$ cat src/rtl/apb_bridge_pkg.sv
// Shared types and helpers for the APB4 slave bridge.
package apb_bridge_pkg;

    typedef enum logic [1:0] {IDLE, ACCESS, RESP, ERR} state_t;

    localparam int unsigned PPROT_PRIV_BIT  = 0;
    localparam int unsigned PPROT_NSEC_BIT  = 1;
    localparam int unsigned PPROT_INSTR_BIT = 2;

    function automatic int unsigned strb_w(input int unsigned data_width);
        return data_width / 8;
    endfunction

    // Subtract-then-compare so base+size never needs to be representable.
    function automatic logic in_window(input logic [63:0] a,
                                       input logic [63:0] base,
                                       input logic [63:0] size);
        return (a >= base) && ((a - base) < size);
    endfunction

endpackage

$ cat src/rtl/apb_wait_timer.sv
// Counts ACCESS wait cycles; expired flags the last allowed cycle (TIMEOUT_CYCLES=0 never expires).
module apb_wait_timer #(
    parameter int unsigned TIMEOUT_CYCLES = 16
) (
    input  logic PCLK,
    input  logic PRESETn,
    input  logic en,
    input  logic clr,
    output logic expired
);

    localparam int unsigned CNT_W = (TIMEOUT_CYCLES > 1) ? $clog2(TIMEOUT_CYCLES) : 1;
    localparam int unsigned LAST  = (TIMEOUT_CYCLES == 0) ? 0 : TIMEOUT_CYCLES - 1;

    logic [CNT_W-1:0] cnt_q, cnt_d;

    // Saturate at LAST so a disabled timer never wraps.
    always_comb begin
        cnt_d = cnt_q;
        if (clr) begin
            cnt_d = '0;
        end else if (en && (cnt_q != CNT_W'(LAST))) begin
            cnt_d = cnt_q + CNT_W'(1);
        end
    end

    always_ff @(posedge PCLK or negedge PRESETn) begin
        if (!PRESETn) begin
            cnt_q <= '0;
        end else begin
            cnt_q <= cnt_d;
        end
    end

    assign expired = (TIMEOUT_CYCLES != 0) && en && (cnt_q == CNT_W'(LAST));

endmodule

$ cat src/rtl/apb4_slave_bridge.sv
// APB4 completer to level-handshake memory bridge with window decode and wait timeout.
// Optional macro APB_PPROT_CHECK_EN rejects non-secure or unprivileged accesses.
module apb4_slave_bridge
    import apb_bridge_pkg::*;
#(
    parameter int unsigned ADDR_WIDTH     = 32,
    parameter int unsigned DATA_WIDTH     = 32,
    parameter logic [63:0] ADDR_BASE      = 64'h0,
    parameter logic [63:0] ADDR_SIZE      = 64'h1000,
    parameter int unsigned TIMEOUT_CYCLES = 16,
    localparam int unsigned STRB_W        = strb_w(DATA_WIDTH)
) (
    input  logic                  PCLK,
    input  logic                  PRESETn,
    input  logic                  PSEL,
    input  logic                  PENABLE,
    input  logic                  PWRITE,
    input  logic [ADDR_WIDTH-1:0] PADDR,
    input  logic [DATA_WIDTH-1:0] PWDATA,
    input  logic [STRB_W-1:0]     PSTRB,
    input  logic [2:0]            PPROT,
    output logic [DATA_WIDTH-1:0] PRDATA,
    output logic                  PREADY,
    output logic                  PSLVERR,
    output logic                  re,
    output logic                  we,
    output logic [ADDR_WIDTH-1:0] addr,
    output logic [DATA_WIDTH-1:0] wdata,
    output logic [STRB_W-1:0]     sel,
    input  logic                  slave_rdy,
    input  logic [DATA_WIDTH-1:0] rdata
);

    localparam int unsigned LSB = $clog2(STRB_W);
    localparam logic [ADDR_WIDTH-1:0] ALIGN_MASK = ~ADDR_WIDTH'((64'd1 << LSB) - 64'd1);

    state_t                state_q, state_d;
    logic                  write_q, write_d;
    logic [ADDR_WIDTH-1:0] addr_q, addr_d;
    logic [DATA_WIDTH-1:0] wdata_q, wdata_d;
    logic [STRB_W-1:0]     sel_q, sel_d;
    logic [2:0]            pprot_q, pprot_d;
    logic [DATA_WIDTH-1:0] prdata_q, prdata_d;
    logic                  expired;
    logic                  prot_err_c;
    logic                  unused_pprot;

`ifdef APB_PPROT_CHECK_EN
    assign prot_err_c = PPROT[PPROT_NSEC_BIT] || !PPROT[PPROT_PRIV_BIT];
`else
    assign prot_err_c = 1'b0;
`endif
    assign unused_pprot = ^pprot_q;

    always_comb begin
        state_d  = state_q;
        write_d  = write_q;
        addr_d   = addr_q;
        wdata_d  = wdata_q;
        sel_d    = sel_q;
        pprot_d  = pprot_q;
        prdata_d = prdata_q;
        unique case (state_q)
            IDLE: begin
                // PSEL with PENABLE already high in IDLE is a protocol error and is ignored.
                if (PSEL && !PENABLE) begin
                    write_d = PWRITE;
                    addr_d  = PADDR & ALIGN_MASK;
                    wdata_d = PWDATA;
                    sel_d   = PWRITE ? PSTRB : '1;
                    pprot_d = PPROT;
                    if (!in_window(64'(PADDR), ADDR_BASE, ADDR_SIZE) || prot_err_c) begin
                        state_d  = ERR;
                        prdata_d = '0;
                    end else if (PWRITE && (PSTRB == '0)) begin
                        state_d = RESP;
                    end else begin
                        state_d = ACCESS;
                    end
                end
            end
            ACCESS: begin
                if (!PSEL) begin
                    state_d = IDLE;
                end else if (slave_rdy) begin
                    state_d = RESP;
                    if (!write_q) begin
                        prdata_d = rdata;
                    end
                end else if (expired) begin
                    state_d  = ERR;
                    prdata_d = '0;
                end
            end
            RESP:    state_d = IDLE;
            ERR:     state_d = IDLE;
            default: state_d = IDLE;
        endcase
    end

    always_ff @(posedge PCLK or negedge PRESETn) begin
        if (!PRESETn) begin
            state_q  <= IDLE;
            write_q  <= 1'b0;
            addr_q   <= '0;
            wdata_q  <= '0;
            sel_q    <= '0;
            pprot_q  <= '0;
            prdata_q <= '0;
        end else begin
            state_q  <= state_d;
            write_q  <= write_d;
            addr_q   <= addr_d;
            wdata_q  <= wdata_d;
            sel_q    <= sel_d;
            pprot_q  <= pprot_d;
            prdata_q <= prdata_d;
        end
    end

    apb_wait_timer #(
        .TIMEOUT_CYCLES(TIMEOUT_CYCLES)
    ) u_timer (
        .PCLK   (PCLK),
        .PRESETn(PRESETn),
        .en     (state_q == ACCESS),
        .clr    (state_d != ACCESS),
        .expired(expired)
    );

    // Slave-side request is only visible while in ACCESS.
    assign re      = (state_q == ACCESS) && !write_q;
    assign we      = (state_q == ACCESS) && write_q;
    assign addr    = (state_q == ACCESS) ? addr_q  : '0;
    assign wdata   = (state_q == ACCESS) ? wdata_q : '0;
    assign sel     = (state_q == ACCESS) ? sel_q   : '0;
    assign PREADY  = (state_q == RESP) || (state_q == ERR);
    assign PSLVERR = (state_q == ERR);
    assign PRDATA  = prdata_q;

endmodule

$ cat config.mk
export PLATFORM = sky130hd
export DESIGN_NAME = apb4_slave_bridge
export DESIGN_NICKNAME = d
export VERILOG_FILES = /design/src/rtl/apb_bridge_pkg.sv /design/src/rtl/apb_wait_timer.sv /design/src/rtl/apb4_slave_bridge.sv
export SDC_FILE = /design/constraint.sdc
export NUM_CORES = 1
export LEC_CHECK = 0
export CAP_MARGIN = 10
export CORE_MARGIN = 8
export CORE_UTILIZATION = 42
export CTS_CLUSTER_DIAMETER = 50
export DETAILED_ROUTE_END_ITERATION = 10
export PLACE_DENSITY = 0.81
export SLEW_MARGIN = 10
export SYNTH_ARGS = -nofsm -noshare
export SYNTH_HDL_FRONTEND = slang
export SYNTH_SLANG_ARGS = --single-unit
$ cat constraint.sdc
create_clock -name PCLK -period 1.92 [get_ports PCLK]
set_clock_uncertainty 0.05 [all_clocks]
set_input_delay 0.288 -clock PCLK [delete_from_list [all_inputs] [get_ports PCLK]]
set_output_delay 0.288 -clock PCLK [all_outputs]
set_load 0.005 [all_outputs]
* Word-level counts from Yosys, hierarchy flattened *
Cells that the tools add are included.

word-level totals
  register bits = 105
  bits of input ports = 109
  output and inout bits = 104
  logic and storage cells = 56

operators by class
  add/sub/neg operators = 1
  magnitude comparators = 1
  eq/ne operators = 11
  multiplexer cells = 20
  reductions and logical operators = 16

operators by type and width
  kind                                                                    count
  32-bit two-way mux                                                      8
  32-bit one-hot mux with 2 select lines                                  1
  32-bit by 13-bit < comparator with 1-bit output, second input constant  1
  4-bit two-way mux                                                       4
  2-bit two-way mux                                                       6
  1-bit logical AND                                                       6
  2-bit != test, second input constant                                    3
  3-bit != test, second input constant                                    2
  2-bit one-hot mux with 3 select lines                                   1
  6-bit AND reduction                                                     1
  4-bit by 1-bit adder with 4-bit output, second input constant           1
  2-bit equality test, second input constant                              2
  4-bit equality test, second input constant                              1
  4-bit logical NOT                                                       1
  4-bit != test, second input constant                                    1
  2-bit nonzero test                                                      2
  2-bit by 1-bit equality test with 1-bit output, second input constant   1
  1-bit logical NOT                                                       2
  2-bit logical NOT                                                       1
  2-bit by 1-bit != test with 1-bit output, second input constant         1
  2-bit AND reduction                                                     1
  2-bit OR reduction                                                      1
  1-bit logical OR                                                        1

* Logic depth before layout (Yosys ltp) *
Gate-level depths: netlist of the first run.

  depth after elaboration = 8
  depth in mapped cells = 6
  mapped depth without buffers = 5

* By module *
From an unflattened synthesis of the first run, not the netlist that was laid out.

unflattened totals
  cell total of the unflattened synthesis = 489
  area total of the unflattened synthesis = 4635.7 sq um

modules (own cells, without submodules)
  module             instances  cells an instance  area each (sq um)  sequential area each (sq um)
  apb4_slave_bridge  1          468                4396.7             2527.4
  apb_wait_timer     1          21                 239.0              100.1

* Worst setup path before layout of the first run *
OpenSTA, ideal clock, no wires.

  path kind = reg-to-reg
  from = reg state_q[0]
  to = reg prdata_q[10] (netlist: PRDATA[10])
  setup time = 121 ps
  data arrival time = 1493 ps
  required time = 1749 ps
  slack = 256 ps
  stages on the path, launching flop included = 6
  path buffers = 1
  clock period less this slack = 1664 ps
  cells stage by stage = dfrtp_1 > or4b_4 > nor2_4 > a211oi_4 > buf_6 > a22o_1

between the ends
  longest elaborated chain between the ends = 4
  elaborated cells between the ends (all ways) = 11
  those cells by class = eq/ne: 6; mux: 1; reduce/logical: 4

RTL lines
  item                                            RTL line                                           text
  from (decl)                                     apb4_slave_bridge.sv:37                            state_t state_q, state_d;
  from (signal assigned)                          apb4_slave_bridge.sv:111                           state_q <= state_d;
  2-bit by 1-bit equality test with 1-bit output  apb4_slave_bridge.sv:63, apb4_slave_bridge.sv:126
  1-bit logical AND                               apb_wait_timer.sv:35                               assign expired = (TIMEOUT_CYCLES != 0) && en && (cnt_q == CNT_W'(LAST));
  3-bit != test (no line)                         -
  6-bit AND reduction (no line)                   -
  to (signal assigned)                            apb4_slave_bridge.sv:117                           prdata_q <= prdata_d;
  to (decl)                                       apb4_slave_bridge.sv:43                            logic [DATA_WIDTH-1:0] prdata_q, prdata_d;

Several ways; a longest one is shown, not always the timed one.
A chain may end at the register's enable or synchronous reset.

* Final worst setup path of the first run *
  from = reg state_q[1]
  to = out sel[0]

between the ends
  longest elaborated chain between the ends = 2

RTL lines
  item                                            RTL line                  text
  2-bit by 1-bit equality test with 1-bit output  apb4_slave_bridge.sv:136  assign sel = (state_q == ACCESS) ? sel_q : '0;
  4-bit two-way mux                               apb4_slave_bridge.sv:136
  to (decl)                                       apb4_slave_bridge.sv:29   output logic [STRB_W-1:0] sel,

Every way passes these cells.

==> results of run 1 <==
## final cells by class
type / instances / area, um2
Clock buffer: 9 / 124
Clock inverter: 4 / 95.1
Fill cell: 879 / 3740
Inverter: 3 / 11.3
Multi-Input combinational cell: 342 / 1850
Sequential cell: 105 / 2630
Tap cell: 140 / 175
Timing Repair Buffer: 240 / 2170
## routing by layer
layer	share of wire (%)	track usage (%)	vias to the layer above
met5	0	0	-
met4	1.4	6.40	0
met3	8.3	6.81	14
met2	49	32.1	136
met1	41	21.5	1988
li1	-	-	1978
## registers in the layout, summed over array words and instances (netlist names)
register / flops
PRDATA: 32
addr_q: 30
sel_q: 4
state_q: 2
u_timer.cnt_q: 4
wdata_q: 32
write_q: 1
## timing repair
action | 4_1_cts | 5_1_grt
resized for setup | 177 | 47
hold buffers | 1 | 0
setup endpoints to repair | 69 | 126
cloned | 2 | 0
endpoints found under the hold margin | 34 | 0
setup buffers | 5 | 2
pin swaps | 0 | 2
## logic make-up (layout without fill, tap and decap cells)
family | after synthesis | in the layout | share of synthesized area [%]
buf+inv | 34 | 256 | 3.58
flops | 105 | 105 | 57.0
fa+ha+maj | 1 | 1 | 0.271
compound gates | 43 | 43 | 7.84
xor+xnor | 2 | 2 | 0.380
simple gates | 293 | 293 | 30.6
other cells | 1 | 2 | 0.0814
mux | 1 | 1 | 0.217
## Yosys cell counts (all sizes together) (2+ instances only)
master    n  area share [%]
nand2   192              16
dfrtp   105              57
and2     68             9.2
a22o     32             6.1
buf      18             2.3
clkbuf   13             1.1
nor2     10            0.98
nor4      5             1.7
nand2b    4            0.54
a31oi     3            0.41
inv       3            0.24
o21ai     3            0.33
a21oi     2            0.22
nor3      2            0.33
nor4b     2            0.38
or3       2            0.27
## stage by stage
step / setup TNS (ns) / power, mW
2_1_floorplan: 0 / 3.27
3_3_place_gp: -15.38 / 4.02
3_5_place_dp: -17.32 / 4.07
4_1_cts: -0.0992 / 5.62
5_1_grt: -0.155 / 5.83
6_report: 0 / 5.53
## cells in the final DEF, fill, tap and decap left out, types with 2 or more instances in the layout
cell type        instances
clkbuf_2                38
or3_1                    2
clkdlybuf4s15_1          7
conb_1                   2
clkbuf_8                 9
bufinv_16                3
buf_12                   9
nor4_2                   3
inv_1                    3
a31oi_1                  3
o21ai_0                  3
and2_1                  67
nand2b_1                 4
clkdlybuf4s15_2          3
clkdlybuf4s50_1        135
a22o_2                   2
nor2_1                   8
buf_2                   20
a21oi_1                  2
nor4_4                   2
buf_4                   23
nand2_1                192
dfrtp_1                105
a22o_1                  30
buf_6                    2
## path summary, 6_finish.rpt
path | start | to | depth (start not counted)
worst min register to register | addr_q[9] | addr_q[9] | 2
max in group asynchronous | PRESETn | sel_q[1] | 3
worst max-delay path | state_q[1] | sel[0] | 5
min in group PCLK | PWDATA[6] | wdata_q[6] | 3
worst max register to register | state_q[1] | PRDATA[1] | 6
worst min-delay path | PRESETn | wdata_q[11] | 2
## report_power, final
part | leakage, nW | internal [mW] | total [mW] | switching [mW]
clock network | 0.111 | 0.843 | 1.55 | 0.702
registers | 1.35 | 2.57 | 2.74 | 0.176
logic | 2.06 | 0.683 | 1.24 | 0.559
total | 3.52 | 4.09 | 5.53 | 1.44
==> results.cfg, run 1 <==
[global_route]
grt_max_degree = 54
grt_overflow = 0
track_usage_pct = 18.9
grt_pass1_vias = 4268
grt_pass1_wl_um = 22000
antenna_found_initial = 0

[floorplanning]
ioPinCount = 213
core_um2 = 10800
row_count = 38
start_util_pct = 42.7
die_w_um = 121
die_height_um = 121
die_area_um2 = 14600

[setup_path]
crit_chain = nor2b_4 > buf_12 > buf_12 > and2_1 > clkdlybuf4s15_2
crit_fanout = 19
slowest_delay_ns = 0.42
cp-start-kind = flop
cpMostUsedCell = buf_12
r2r_setup_slack_ns = 0.04
path_delay_family = buffers and inverters
cp.arrival_ns = 1.55
worst-path-buf-inv = 3
end_kind = output port
cp_slowest_cell = dfrtp_1
crit_type = flop to output port
required_ns = 1.58

[route]
drtPass1Iterations = 4
ant_nets = 0
viasPerCell = 4.88
drc_errors = 0
vias = 4116
wirelength_um = 14000
avgRoutedWirePerCell_um = 16.6
drt_iter0_drc = 203

[placed_design]
place.gp.congestion = 0.751
placed_area_um2 = 6990
place_hpwl_um = 10300
dp.cells = 822
portBuffers = 205
pre_cts_slack_ns = -0.241

[clock_network]
clock_path_buffers = 2
cts.sinks = 105
cts_buffers = 9
clkSlewWorstSetupHoldPaths_ns = 0.09
cts_max_level = 3
clk-insertion-delay-late_ns = 0.36
cts_root_buf = clkbuf_8
cts_tree = done

[timing]
setup_viol = 0
min_period_over_period_pct = 98.2
setup_slack_ns = 0.0351
fin_crit_ns = 1.88
max_freq_mhz = 531
hold_viol = 0
final_max_slew_viol_count = 0
whs_ns = 0.376
rsz0062_at_grt = true

[cells_and_area]
finalNetCount = 811
finalInstanceArea_um2 = 7050
finalNonFillerCells = 843
utilization_pct = 65.3
drive_gt1_share_pct = 17.8
antenna_cells = 0
area_delta_synth_final_pct = 52.9

[yosys]
ys.flop_type = dfrtp_1
syn_inst = 480
ys_seq_area_share_pct = 57.0
synth_edf_count = 0
ys_seq_elements = 105
yosys_warnings = 0
synth.distinct_cells = 39
syn-cell-area_um2 = 4610
syn_avg_cell_area_um2 = 9.60
synth-async-reset-ratio_pct = 100

[min_path]
worst_hold_path_type = input port to async pin

[pwr]
p_per_area_nw_per_um2 = 785
p_leak_nw = 3.52
ir_drop_v = 0.000493

[flow_run]
drv_cap = 0

[outcome]
status = finished, final reports clean
Power figures use the tool's default switching activity.
==> run 2: changes to the inputs <==
--- a/config.mk
+++ b/config.mk
@@ -11,6 +11,7 @@
 export CTS_CLUSTER_DIAMETER = 50
 export DETAILED_ROUTE_END_ITERATION = 10
 export PLACE_DENSITY = 0.81
+export SETUP_SLACK_MARGIN = 0.3
 export SLEW_MARGIN = 10
 export SYNTH_ARGS = -nofsm -noshare
 export SYNTH_HDL_FRONTEND = slang
==> run 2 against run 1 <==
Critical path type unchanged. Critical endpoint is now wdata[27]. Non-clock buffer count increased by 47. Final cell count rose by 5.9%. Sequential power up 7%. Final area grew 25%. Fmax decreased by 7.2%. Critical path depth is 2 higher. The flow now finishes with violations (negative setup slack). Core utilization grew 16 points. Register-to-register slack got worse by 0.095 ns. Largest power group unchanged. Via count grew 12%.
==> results.cfg, run 2 (synthesis results as in run 1) <==
[cells_and_area]
final_common_cell = clkdlybuf4s50_1
mostFrequentLayoutCells = clkdlybuf4s50_1, dfrtp_1, nand2_1, buf_6, nand2_2
multi_input_area_um2 = 2490
nFillCells = 612
drive_gt1_share_pct = 45.3
area_delta_synth_final_pct = 91.3
regArea_um2 = 2630
finalNetCount = 858
antenna_cells = 0
finalInstanceArea_um2 = 8820

[min_path]
worst_hold_path_type = input port to async pin

[floorplanning]
core_um2 = 10800
die_w_um = 121
row_count = 38
die_height_um = 121
ioPinCount = 213
start_util_pct = 42.7
die_area_um2 = 14600

[timing]
fin_crit_ns = 2.03
rsz0062_at_grt = true
setup_slack_ns = -0.111
tns_ns = -4.08
min_period_over_period_pct = 106
max_freq_mhz = 492
setup_viol = 76
final_max_slew_viol_count = 0
whs_ns = 0.358
hold_viol = 0

[clock_network]
cts_tree = done
clk-insertion-delay-late_ns = 0.37
clock_path_buffers = 2
cts_root_buf = clkbuf_8
cts.sinks = 105
cts_max_level = 3
cts_buffers = 9
clkSlewWorstSetupHoldPaths_ns = 0.11

[placed_design]
place.gp.congestion = 0.803
place_hpwl_um = 10600
portBuffers = 205
placed_area_um2 = 6980

[setup_path]
end_kind = output port
cp-start-kind = flop
crit_type = flop to output port
cp.arrival_ns = 1.69
crit_fanout = 7
ff2ff_path_depth = 7
required_ns = 1.58

[pwr]
p_per_area_nw_per_um2 = 755
p_leak_nw = 4.52
ir_drop_v = 0.000501
total_power_mw = 6.66

[outcome]
violations = negative setup slack
status = finished, violations left

[global_route]
grt_pass1_wl_um = 25300
grt_pass1_vias = 4728
antenna_found_initial = 0
grt_max_degree = 54
track_usage_pct = 22.3
grt_overflow = 0

[route]
drc_errors = 0
wirelength_um = 18700
drtPass1Iterations = 4
viasPerCell = 5.18
avgRoutedWirePerCell_um = 20.9
ant_nets = 0
vias = 4628
drt_iter0_drc = 265

[flow_run]
drv_cap = 0
run 2: changes by cell type in the layout (fill, tap and decap cells not counted), moves of 5 or more:
cell	previous run	this run
buf_6	2	64
and2_1	67	17
clkdlybuf4s50_1	135	114
nand2_4	0	40
nand2_2	0	57
buf_4	23	35
buf_16	1	13
dlymetal6s2s_1	0	15
clkdlybuf4s15_1	7	0
clkbuf_16	0	6
nand2_1	192	95
buf_8	0	5
clkbuf_2	38	0
and2_4	1	51
run 2: worst paths after layout:
path	start	end	slack, ns
worst min-delay path	PRESETn	wdata_q[6]	0.36
max in group asynchronous	PRESETn	addr_q[30]	0.81
worst max-delay path	state_q[0]	wdata[27]	-0.11
worst min register to register	wdata_q[4]	wdata_q[4]	0.44
worst max register to register	state_q[1]	PRDATA[0]	-0.06
min in group PCLK	PADDR[5]	addr_q[5]	0.40
run 2: through the flow:
| step | setup WS [ns] | cells | util [%] |
|---|---|---|---|
| floorplan | 0.271 | 481 | - |
| global placement | -0.241 | 822 | 64.7 |
| detailed placement | -0.293 | 822 | 64.7 |
| CTS | -0.100 | 874 | 73.9 |
| global route | -0.141 | 893 | 81.7 |
| finish | -0.111 | 893 | 81.7 |
run 2: area by class of cell:
class                      instances  area share [%]
tap                              140            1.99
clock inverter                     7            1.40
inverter                           3           0.128
clock buffer                       9            1.40
timing repair buffer             287            37.0
multi-input combinational        342            28.3
sequential                       105            29.8
run 2: critical path, stage by stage, from the launching register on:
cell	delay, ns
dfrtp_2	0.41
nor2b_4	0.14
buf_12	0.13
buf_8	0.12
buf_12	0.13
buf_16	0.13
and2_4	0.14
buf_6	0.11
run 2: timing repair:
item,in CTS,in global routing
endpoints found under the setup margin,190,196
buffers inserted,22,13
hold buffers,1,0
pin swaps,45,131
gates resized for setup,408,193
gates cloned,13,6
hold endpoints to repair,34,0
run 2: per-layer routing:
layer | up-vias | GRT usage, % | part of all wire, % | routed length, um
li1 | 2079 | - | - | -
met1 | 2298 | 25.4 | 36 | 6690
met2 | 205 | 39.8 | 54 | 10200
met3 | 46 | 4.80 | 6.7 | 1250
met4 | 0 | 8.98 | 3.1 | 578
met5 | - | 0 | 0 | 0
run 2: power breakdown:
group          leakage [nW]  internal (mW)  switching (mW)
clock network         0.120          0.878           0.814
logic                  3.05           1.22           0.820
registers              1.35           2.57           0.355
total                  4.52           4.67            1.99
==> variant (settings of run 1) <==
Add a define of `APB_PPROT_CHECK_EN`.
--- a/src/rtl/apb4_slave_bridge.sv
+++ b/src/rtl/apb4_slave_bridge.sv
@@ -1,4 +1,6 @@
 // APB4 completer to level-handshake memory bridge with window decode and wait timeout.
 // Optional macro APB_PPROT_CHECK_EN rejects non-secure or unprivileged accesses.
+`define APB_PPROT_CHECK_EN
+
 module apb4_slave_bridge
     import apb_bridge_pkg::*;
Function: changed (a bounded check fails within 4 cycles, from zero or initial values and one cycle with PRESETn low).
==> variant against run 1 <==
- the run now ends with setup timing left
- routed wire length grew 11%
- worst setup slack lost 0.24 ns
- sequential cell count did not move
- hold slack worse by 0.037 ns
- critical path type is now primary input to register
- final cell count is 3.4% higher
- area after synthesis shrank 1.3%
- largest power group unchanged
- largest cell class is now non-clock buffers
- first-iteration DRC count grew 13%
- power increased by 7.0%
- design area grew 9.0%
==> variant: results (changes against run 1) <==
| Metric | Value |
|---|---|
| PortBufs | 207 (+0.98%) |
| DP Worst Slack | -0.570 ns (-0.329 ns) |
| Largest net degree at the start of global routing | 66 (+22%) |
| Clk Tree Root Cell | clkbuf_8 |
| Clk Latency, worst-skew pair | 0.36 ns (about the same) |
| Num CTS Buffers | 9 (unchanged) |
| Violated checks | setup timing |
| Cell variety after synth | 33 (-15%) |
| First-pass GRT wire length | 24200 µm (+10%) |
| Dominant cells by area after synthesis | dfrtp_1 58%, nand2_1 16%, and2_1 9.4% |
| Initial antenna violation count | 0 (unchanged) |
| Global-route usage over all layers | 20.9% (+2.0 points) |
| 1st-iter DRT viols | 229 (+13%) |
| Layout cell share with drive strength beyond 1 | 26.8% (+9.0 points) |
| Worst VDD drop | 0.000498 V (+1.1%) |
| Vias per Instance | 4.93 (+1.0%) |
| Diodes inserted | 0 (unchanged) |
| # H-tree levels | 3 (unchanged) |
| RD Place Congestion | 0.807 (+7.5%) |
| Iteration count of the initial detailed-routing pass | 4 (unchanged) |
| Sequential area share after synthesis | 57.8% (+0.75 points) |
| Top_reg_cell synth | dfrtp_1 |
| Post-synth top cells | 192 x nand2_1, 105 x dfrtp_1, 68 x and2_1 |
| Outcome | complete, but fails checks |
| Number of global-route vias before repair | 4563 (+6.9%) |
| Crit Path Max Fanout | 8 (-11) |
| CTS Buffer Depth | 2 (unchanged) |
| Setup violators final | 76 (+76) |
| Yosys warning count | 0 (unchanged) |
| Clock transition at path regs | 0.10 ns |
| HPWL after detailed placement | 10300 µm (about the same) |
| Fin nets | 837 (+3.2%) |
| Worst Path Arrival | 2.33 ns (+0.78 ns) |
| Hold Crit Class | primary input to asynchronous set/reset pin |
| Ys async rst share | 100% (unchanged) |
| LEAKAGE | 0.00378 µW (+7.4%) |
| Setup ws final | -0.208 ns (-0.243 ns) |
| Average wire per standard cell | 17.8 µm (+6.9%) |
| Rel. slew slack | 66.6% |
| Fillers | 782 (-11%) |
==> variant: critical path: stages <==
cell and delay [ns]:
clkdlybuf4s50_1 0.45, or4b_2 0.76, a32oi_4 0.25, o31ai_4 0.16
clkbuf_16 0.20, a22o_1 0.22
==> variant: repair_timing <==
item	4_1_cts	5_1_grt
hold endpoints to repair	27	0
buffers inserted	21	5
resized for setup	344	50
hold buffers	1	0
cloned	6	3
setup endpoints to repair	100	159
pin swaps	16	32
==> variant: per-layer routing <==
metal | part of all wire (%) | up-vias | global-route usage, %
li1 | - | 2042 | -
met1 | 39 | 2074 | 24.1
met2 | 51 | 160 | 35.9
met3 | 8.6 | 25 | 6.95
met4 | 2.0 | 0 | 6.40
met5 | 0 | - | 0
==> variant: path summary, 6_finish.rpt <==
kind / startpoint / to / slack [ns] / cells past startpoint
max in group asynchronous: PRESETn / wdata_q[26]$_DFFE_PN0P_ / 0.88 / 3
min reg2reg: addr_q[5]$_DFFE_PN0P_ / addr_q[5]$_DFFE_PN0P_ / 0.42 / 2
min in group PCLK: PWDATA[7] / wdata_q[7]$_DFFE_PN0P_ / 0.39 / 3
min: PRESETn / addr_q[16]$_DFFE_PN0P_ / 0.34 / 2
max: PENABLE / PRDATA[30]$_DFFE_PN0P_ / -0.21 / 6
max reg2reg: state_q[0]$_DFF_PN0_ / PRDATA[30]$_DFFE_PN0P_ / -0.20 / 5
==> variant: final cells by class <==
class	instances	share of cell area, %
sequential	105	34.2
multi-input combinational	345	25.7
inverter	4	0.195
tap	140	2.28
timing repair buffer	262	34.7
clock inverter	7	1.32
clock buffer	9	1.61
==> variant: cell families after synthesis <==
family | Yosys count | synth area share, %
adder cells (fa/ha/maj) | 1 | 0.275
buffers and inverters | 36 | 3.63
AND/OR/NAND/NOR | 298 | 30.0
other | 1 | 0.0824
flip-flops | 105 | 57.8
multiplexers | 1 | 0.220
XOR/XNOR | 1 | 0.193
AO/OA/AOI/OAI | 42 | 7.81
==> variant: through the flow <==
stage	hold slack [ns]	cells	area [µm²]	TNS [ns]
floorplan	-0.0576	486	4550	0
global placement	0.192	828	6950	-33.48
detailed placement	0.198	828	6950	-37.05
CTS	0.338	870	7490	-8.58
global route	0.354	872	7680	-14.17
finish	0.339	872	7680	-10.32
==> variant: power breakdown <==
group	switching, µW	internal, µW
clock	777	749
sequential	216	2590
combinational	646	942
